**src/rtl/irq_event_coalesce.sv**
```systemverilog
// Event-line synchronizer, edge/level detector and interrupt coalescer.
// Define IRQ_EVENT_COALESCE_EN to build the coalescing state machine; otherwise detections bypass straight to trig.
module irq_event_coalesce #(
  parameter int WIDTH       = 32,
  parameter int SYNC_STAGES = 2
) (
  input  logic             bus_clk,
  input  logic             bus_reset_l,
  input  logic [WIDTH-1:0] evt_in,
  input  logic [WIDTH-1:0] edge_mode,
  input  logic [7:0]       coal_count,
  input  logic [15:0]      coal_time,
  output logic [WIDTH-1:0] trig,
  output logic             busy
);

  logic [SYNC_STAGES-1:0][WIDTH-1:0] sync_q, sync_d;
  logic [WIDTH-1:0] prev_q, prev_d;
  logic [WIDTH-1:0] trig_q, trig_d;
  logic [WIDTH-1:0] sync_w;
  logic [WIDTH-1:0] det;

  always_comb begin
    sync_d = {sync_q[SYNC_STAGES-2:0], evt_in};
    sync_w = sync_q[SYNC_STAGES-1];
    prev_d = sync_w;
    // Level bits pass sync straight through; edge bits need the previous sample low.
    det    = sync_w & ~(edge_mode & prev_q);
  end

  always_ff @(posedge bus_clk or negedge bus_reset_l) begin
    if (!bus_reset_l) begin
      sync_q <= '0;
      prev_q <= '0;
      trig_q <= '0;
    end else begin
      sync_q <= sync_d;
      prev_q <= prev_d;
      trig_q <= trig_d;
    end
  end

  assign trig = trig_q;

`ifdef IRQ_EVENT_COALESCE_EN

  typedef enum logic [1:0] {
    IDLE  = 2'd0,
    ACCUM = 2'd1,
    FLUSH = 2'd2
  } state_t;

  state_t           state_q, state_d;
  logic [WIDTH-1:0] pending_q, pending_d;
  logic [7:0]       evt_cnt_q, evt_cnt_d;
  logic [15:0]      timer_q, timer_d;
  logic             any_det;
  logic             bypass;
  logic [7:0]       cnt_inc;

  always_comb begin
    any_det = |det;
    bypass  = (coal_count <= 8'd1);
    cnt_inc = (any_det && (evt_cnt_q != 8'hFF)) ? evt_cnt_q + 8'd1 : evt_cnt_q;
  end

  always_ff @(posedge bus_clk or negedge bus_reset_l) begin
    if (!bus_reset_l) begin
      state_q   <= IDLE;
      pending_q <= '0;
      evt_cnt_q <= '0;
      timer_q   <= '0;
    end else begin
      state_q   <= state_d;
      pending_q <= pending_d;
      evt_cnt_q <= evt_cnt_d;
      timer_q   <= timer_d;
    end
  end

  // A live coal_count at or below 1 also forces an open window to flush, so bypass never strands pending bits.
  always_comb begin
    state_d = state_q;
    case (state_q)
      IDLE:    if (!bypass && any_det) state_d = ACCUM;
      ACCUM:   if ((cnt_inc >= coal_count) || (timer_q == 16'd0)) state_d = FLUSH;
      FLUSH:   state_d = any_det ? ACCUM : IDLE;
      default: state_d = IDLE;
    endcase
  end

  always_comb begin
    trig_d    = '0;
    pending_d = pending_q;
    evt_cnt_d = evt_cnt_q;
    timer_d   = timer_q;
    case (state_q)
      IDLE: begin
        if (bypass) begin
          trig_d = det;
        end else if (any_det) begin
          pending_d = det;
          evt_cnt_d = 8'd1;
          timer_d   = coal_time;
        end
      end
      ACCUM: begin
        pending_d = pending_q | det;
        evt_cnt_d = cnt_inc;
        timer_d   = (timer_q == 16'd0) ? 16'd0 : timer_q - 16'd1;
      end
      FLUSH: begin
        trig_d    = pending_q;
        pending_d = det;
        evt_cnt_d = any_det ? 8'd1 : 8'd0;
        timer_d   = any_det ? coal_time : 16'd0;
      end
      default: begin
        pending_d = '0;
        evt_cnt_d = '0;
        timer_d   = '0;
      end
    endcase
  end

  always_comb begin
    busy = (state_q == ACCUM) || (state_q == FLUSH);
  end

`else

  logic unused_cfg;

  always_comb begin
    trig_d     = det;
    busy       = 1'b0;
    unused_cfg = ^{coal_count, coal_time};
  end

`endif

endmodule
```
**config.mk**
```make
export PLATFORM = sky130hd
export DESIGN_NAME = irq_event_coalesce
export DESIGN_NICKNAME = d
export VERILOG_FILES = /design/src/rtl/irq_event_coalesce.sv
export SDC_FILE = /design/constraint.sdc
export NUM_CORES = 1
export LEC_CHECK = 0
export ABC_AREA = 1
export CORE_ASPECT_RATIO = 0.7
export CORE_UTILIZATION = 44
export DETAILED_ROUTE_END_ITERATION = 10
export HOLD_SLACK_MARGIN = 0.03
export PLACE_DENSITY_LB_ADDON = 0.15
export SYNTH_ARGS = -nofsm -noshare
export SYNTH_HDL_FRONTEND = slang
export SYNTH_SLANG_ARGS = --single-unit
```
**constraint.sdc**
```tcl
create_clock -name bus_clk -period 0.8 [get_ports bus_clk]
set_input_delay 0.16 -clock bus_clk [delete_from_list [all_inputs] [get_ports bus_clk]]
set_output_delay 0.16 -clock bus_clk [all_outputs]
set_load 0.01 [all_outputs]
```
==> reports/qor.yml, run 1 <==
floorplanning:
  start_util: 0.457
  die_w_um: 110
  die_h_um: 77.8
  rows: 27
  dieArea_um2: 8590
  io_pins: 123
  core_area_um2: 7910
drt:
  wire_per_inst_um: 13.2
  via_per_inst: 4.23
  drtPass1Iterations: 3
  ant_nets: 0
  drc: 0
  drt_iter0_markers: 50
  finalWirelength_um: 5640
  vias: 1812
clocking:
  clockRootBuffer: "clkbuf_16"
  clkLatencyLatePin_ns: 0.40
  clkTransAtPathRegs_ns: 0.05
  clockBufferDepth: 2
  cts_sinks: 128
  cts_inserted_buffers: 17
  post_cts_buffers: 0
  cts_tree: "done"
  h-tree-depth: 4
synthesis:
  ys_top_cells_by_area: "dfrtp_1 (89%), a21oi_2 (7.8%), inv_1 (3.3%)"
  postSynthCellCount: 194
  async_flop_share: 1.00
  synthTopCellsByCount: "dfrtp_1 (128), a21oi_2 (32), inv_1 (32)"
  synth.top_cell.area_share: 0.886
  yosysSeqAreaShare: 0.886
  yosysWarnings: 0
  ys_ff_latch: 128
  syn_area_per_cell_um2: 18.6
  yosysMostFrequentCell: "dfrtp_1"
  synth_area_um2: 3610
  synth-edff-count: 0
  synth_cell_type_count: 5
  yosysTopAreaCell: "dfrtp_1"
  synth_flop_cell: "dfrtp_1"
  synth.net_count: 284
final_layout:
  fin_util: 0.669
  diodes: 0
  fill_cells: 562
  area_growth_pct: 46.2
  nets: 404
  drive_gt1_frac: 0.309
run:
  maxCapViolations: 0
timing:
  rsz0062_at_grt: "true"
  maxSlewViolCount: 0
  min_period_ns: 1.07
  period_share: 1.34
  fmax_mhz: 933
  setup_slack_ns: -0.272
  finClkSkew_ns: 0.00659
  hold_viol: 0
  holdWs_ns: 0.144
  setup_viol: 32
status:
  outcome: "finished with violations"
  failed_checks: "negative setup slack"
grt:
  antenna_found_initial: 0
  overflow: 0
  grt_max_degree: 48
  grtUsageTotal: 0.153
  grt_pass1_vias: 1910
  grt_pass1_wl_um: 9120
setup_path:
  slowest_stage: "dfrtp_1"
  critical_path_arrival_ns: 0.91
  rrSetupSlack_ns: 0.20
  startpoint_type: "flop"
  critPathTopFamily: "flip-flops"
  cp.required_ns: 0.64
  criticalPathCategory: "reg -> out"
  cp-end-kind: "primary output"
  cp_num_buf_inv: 1
  cpPeakStageDelay_ns: 0.37
  worstPathCellList: "buf_2"
  worst-path-max-fanout: 1
power:
  ir_drop_uv: 2210
  power_density_nw_per_um2: 3020
  power.total_mw: 16.0
  p_leak_nw: 2.49
placed_design:
  portBuffers: 97
  dp_hpwl_um: 3480
  gp_congestion: 0.720
hold_path:
  min_path_type: "in -> async"
==> placed cells by master (no fill, tap or decap), types with 3 or more instances in the layout <==
cell             count
a21oi_2             32
buf_12               3
buf_2               29
buf_6                3
bufinv_16            4
clkbuf_16           17
clkbuf_8             3
clkdlybuf4s50_1     64
dfrtp_1            128
inv_1               32
==> per-stage QoR <==
step | std cells | TNS [ns] | area [um^2] | setup WS (ns)
final | 428 | -8.00 | 5290 | -0.272
after global routing | 428 | -9.28 | 5290 | -0.306
after CTS | 428 | -8.78 | 5270 | -0.296
after detailed placement | 395 | -6.59 | 4770 | -0.223
after global placement | 395 | -6.37 | 4770 | -0.220
after floorplan | 194 | 0 | 3610 | 0.249
==> layout make-up <==
class                   count  area [um^2]  area share
multi-input cells          33          284      0.0537
repair buffers            102          905       0.171
flip-flops and latches    128         3200       0.606
clock buffers              20          467      0.0883
clock inverters            12          180      0.0341
inverters                  32          120      0.0227
well taps                 101          126      0.0239
==> final timing paths <==
kind	endpoint	from	cells past startpoint
max	trig[3]	trig[3]	1
min	trig[12]	bus_reset_l	2
max reg2reg	trig[25]	prev_d[25]	2
min reg2reg	prev_d[7]	sync_d[39]	0
max in group asynchronous	prev_d[14]	bus_reset_l	3
min in group bus_clk	sync_d[55]	evt_in[23]	1
==> power breakdown <==
| part | switching (mW) | internal, mW |
|---|---|---|
| clock | 2.73 | 5.48 |
| combinational | 0.337 | 0.455 |
| sequential | 0.125 | 6.83 |
==> layer usage <==
metal | vias to the layer above | track usage | wire [um]
met2 | 71 | 0.216 | 2670
met5 | - | 0 | 0
met3 | 9 | 0.0807 | 502
met4 | 0 | 0.0908 | 103
met1 | 891 | 0.184 | 2360
li1 | 841 | - | -
==> cell families (layout without fill, tap and decap cells) <==
kind of cell,after synthesis,count (layout),synth area share
other,1,1,0.00104
buffers and inverters,33,166,0.0353
AOI/OAI and AO/OA,32,32,0.0775
DFF,128,128,0.886
==> flip-flops by register name (all words and copies together), names as in the netlist <==
signal	cells
sync_d	32
trig	32
prev_q	32
prev_d	32
==> repair_timing <==
action / CTS / global route
setup endpoints to repair: 32 / 32
endpoints found under the hold margin: 128 / 0
resized for setup: 128 / 3
hold buffers: 1 / 0
pin swaps: 0 / 0
(Power assumes the default switching activity.)
==> run 2, diff against run 1 <==
--- a/config.mk
+++ b/config.mk
@@ -5,7 +5,7 @@
 export SDC_FILE = /design/constraint.sdc
 export NUM_CORES = 1
 export LEC_CHECK = 0
-export ABC_AREA = 1
+export ABC_AREA = 0
 export CORE_ASPECT_RATIO = 0.7
 export CORE_UTILIZATION = 44
 export DETAILED_ROUTE_END_ITERATION = 10
==> run 2 against run 1 <==
- the flow still finishes with violations (negative setup slack)
- critical path depth unchanged
- cell area decreased by 0.95%
- clock skew up 0.0017 ns
- synthesized cell count fell by 16%
- routed wire length decreased by 3.6%
- critical endpoint is now trig[19]
- worst hold slack better by 0.00089 ns
==> reports/qor.yml, run 2 <==
status:
  outcome: "finished with violations"
  failed_checks: "negative setup slack"
clocking:
  cts_inserted_buffers: 17  # unchanged
  clkLatencyLatePin_ns: 0.40  # about the same
  cts_tree: "done"
  h-tree-depth: 4  # unchanged
  post_cts_buffers: 0  # unchanged
  clockBufferDepth: 2  # unchanged
  cts_sinks: 128  # unchanged
  clockRootBuffer: "clkbuf_16"
  clkTransAtPathRegs_ns: 0.05  # about the same
timing:
  period_share: 1.34  # +0.00343
  holdWs_ns: 0.145  # +0.000894 ns
  setup_slack_ns: -0.275  # -0.00274 ns
  min_period_ns: 1.07  # +0.00274 ns
  maxSlewViolCount: 0  # unchanged
  setup_viol: 32  # unchanged
  hold_viol: 0  # unchanged
  fmax_mhz: 930  # -0.26%
  finClkSkew_ns: 0.00830  # +0.00171 ns
  rsz0062_at_grt: "true"
drt:
  drtPass1Iterations: 4  # +1
  drt_iter0_markers: 19  # -62%
  ant_nets: 0  # unchanged
  drc: 0  # unchanged
  finalWirelength_um: 5440  # -3.6%
  vias: 1692  # -6.6%
  wire_per_inst_um: 13.7  # +4.2%
  via_per_inst: 4.27  # +0.92%
power:
  power_density_nw_per_um2: 3000  # -0.53%
  power.total_mw: 15.7  # -1.5%
  ir_drop_uv: 1870  # -16%
  p_leak_nw: 2.38  # -4.7%
setup_path:
  slowest_stage: "dfrtp_1"
  r2r_start: "prev_d[28]"
  worst-path-max-fanout: 1  # unchanged
  rrSetupSlack_ns: 0.14  # -0.06 ns
  critical_path_arrival_ns: 0.91  # about the same
  critPathCapture: "trig[19]"
  cp.required_ns: 0.64  # about the same
  startpoint_type: "flop"
  critPathTopFamily: "flip-flops"
  setup.worst_path.start: "trig[19]"
  r2r_end: "trig[28]"
  reg2regPathDepth: 1  # -1
  worstPathCellList: "buf_2"
  cp-end-kind: "primary output"
  cpPeakStageDelay_ns: 0.38  # about the same
  criticalPathCategory: "reg -> out"
  critical_path_depth: 1  # unchanged
  cp_num_buf_inv: 1  # unchanged
final_layout:
  layout_commonest_cell: "dfrtp_1"
  stdcell_count: 396  # -7.5%
  drive_gt1_frac: 0.339  # +0.0301
  fill_cells: 552  # -1.8%
  diodes: 0  # unchanged
  mostFrequentLayoutCells: "dfrtp_1 (128), clkdlybuf4s50_1 (64), a21boi_2 (32)"
  nets: 372  # -7.9%
  area_growth_pct: 46.4
  fin_util: 0.665  # -0.00349
synthesis:
  yosysMostFrequentCell: "dfrtp_1"
  synth_area_um2: 3570  # -1.1%
  syn_area_per_cell_um2: 22.1  # +18%
  synthTopCellsByCount: "dfrtp_1 (128), a21boi_2 (32), buf_4 (1), conb_1 (1)"
  ys_top_cells_by_area: "dfrtp_1 (90%), a21boi_2 (10%), buf_4 (0.21%)"
  synth_cell_type_count: 4  # -1
  yosysTopAreaCell: "dfrtp_1"
  ys_ff_latch: 128  # unchanged
  async_flop_share: 1.00  # unchanged
  yosysWarnings: 0  # unchanged
  yosysSeqAreaShare: 0.896  # +0.00993
  synth.net_count: 252  # -11%
  synth-edff-count: 0  # unchanged
  synth_flop_cell: "dfrtp_1"
  postSynthCellCount: 162  # -16%
  synth.top_cell.area_share: 0.896  # +0.00993
floorplanning:
  io_pins: 123  # unchanged
  dieArea_um2: 8490  # -1.1%
  die_h_um: 77.4  # -0.55%
  die_w_um: 110  # -0.55%
  start_util: 0.454  # -0.00312
  rows: 27  # unchanged
  core_area_um2: 7870  # -0.43%
placed_design:
  placedCellCount: 363  # -8.1%
  portBuffers: 97  # unchanged
  gp_congestion: 0.697  # -3.2%
  dp_hpwl_um: 3550  # +2.1%
grt:
  overflow: 0  # unchanged
  grt_max_degree: 34  # -29%
  antenna_found_initial: 0  # unchanged
  grtUsageTotal: 0.156  # +0.00351
  grt_pass1_vias: 1938  # +1.5%
  grt_pass1_wl_um: 9380  # +2.9%
hold_path:
  min_path_type: "in -> async"
run:
  maxCapViolations: 0  # unchanged
## run 2: cell type report
class	count	area, um^2	share of cell area
Multi-Input combinational cell	33	364	0.0696
Tap cell	101	126	0.0241
Sequential cell	128	3200	0.612
Timing Repair Buffer	102	911	0.174
Clock inverter	11	160	0.0306
Clock buffer	21	470	0.0899
## run 2: power by group
group          switching (mW)  leakage (nW)  internal, mW
Combinational           0.310         0.555         0.479
Sequential              0.114          1.51          6.83
Clock                    2.56         0.309          5.43
Total                    2.98          2.38          12.7
## run 2: layer usage
| metal | wire length [um] | up-vias | track usage |
|---|---|---|---|
| met5 | 0 | - | 0 |
| met1 | 2470 | 845 | 0.202 |
| met4 | 79 | 0 | 0.0760 |
| met2 | 2480 | 67 | 0.217 |
| li1 | - | 769 | - |
| met3 | 413 | 11 | 0.0798 |
## run 2: repair_timing
item	CTS	global route
gates resized for setup	128	2
hold endpoints to repair	128	0
endpoints found under the setup margin	32	32
hold buffers	1	0
## run 2: how the worst min path moves through the flow
stage,from,to,cells after the start
3_5_place_dp,bus_reset_l,prev_q[11],1
6_report,bus_reset_l,prev_q[11],2
3_3_place_gp,bus_reset_l,trig[11],1
2_1_floorplan,bus_reset_l,prev_d[0],0
5_1_grt,bus_reset_l,prev_q[11],2
4_1_cts,bus_reset_l,prev_q[11],2
## run 2: metrics by stage
step / instance area [um^2] / setup TNS [ns] / setup slack, ns
finish: 5240 / -7.74 / -0.275
global route: 5240 / -9.32 / -0.316
CTS: 5220 / -8.62 / -0.304
detailed placement: 4740 / -6.82 / -0.236
global placement: 4740 / -6.44 / -0.214
floorplan: 3570 / 0 / 0.196
## run 2: cells by family after synthesis
logic type | after synthesis | synth area share
AOI/OAI and AO/OA | 32 | 0.101
other | 1 | 0.00105
buffers and inverters | 1 | 0.00210
DFF | 128 | 0.896
==> run 3, diff against run 2 <==
--- a/config.mk
+++ b/config.mk
@@ -8,6 +8,7 @@
 export ABC_AREA = 0
 export CORE_ASPECT_RATIO = 0.7
 export CORE_UTILIZATION = 44
+export CTS_CLUSTER_DIAMETER = 60
 export DETAILED_ROUTE_END_ITERATION = 10
 export HOLD_SLACK_MARGIN = 0.03
 export PLACE_DENSITY_LB_ADDON = 0.15
==> results of run 3 <==
Same layout as run 2: the final DEF is identical, and so are final timing and power.
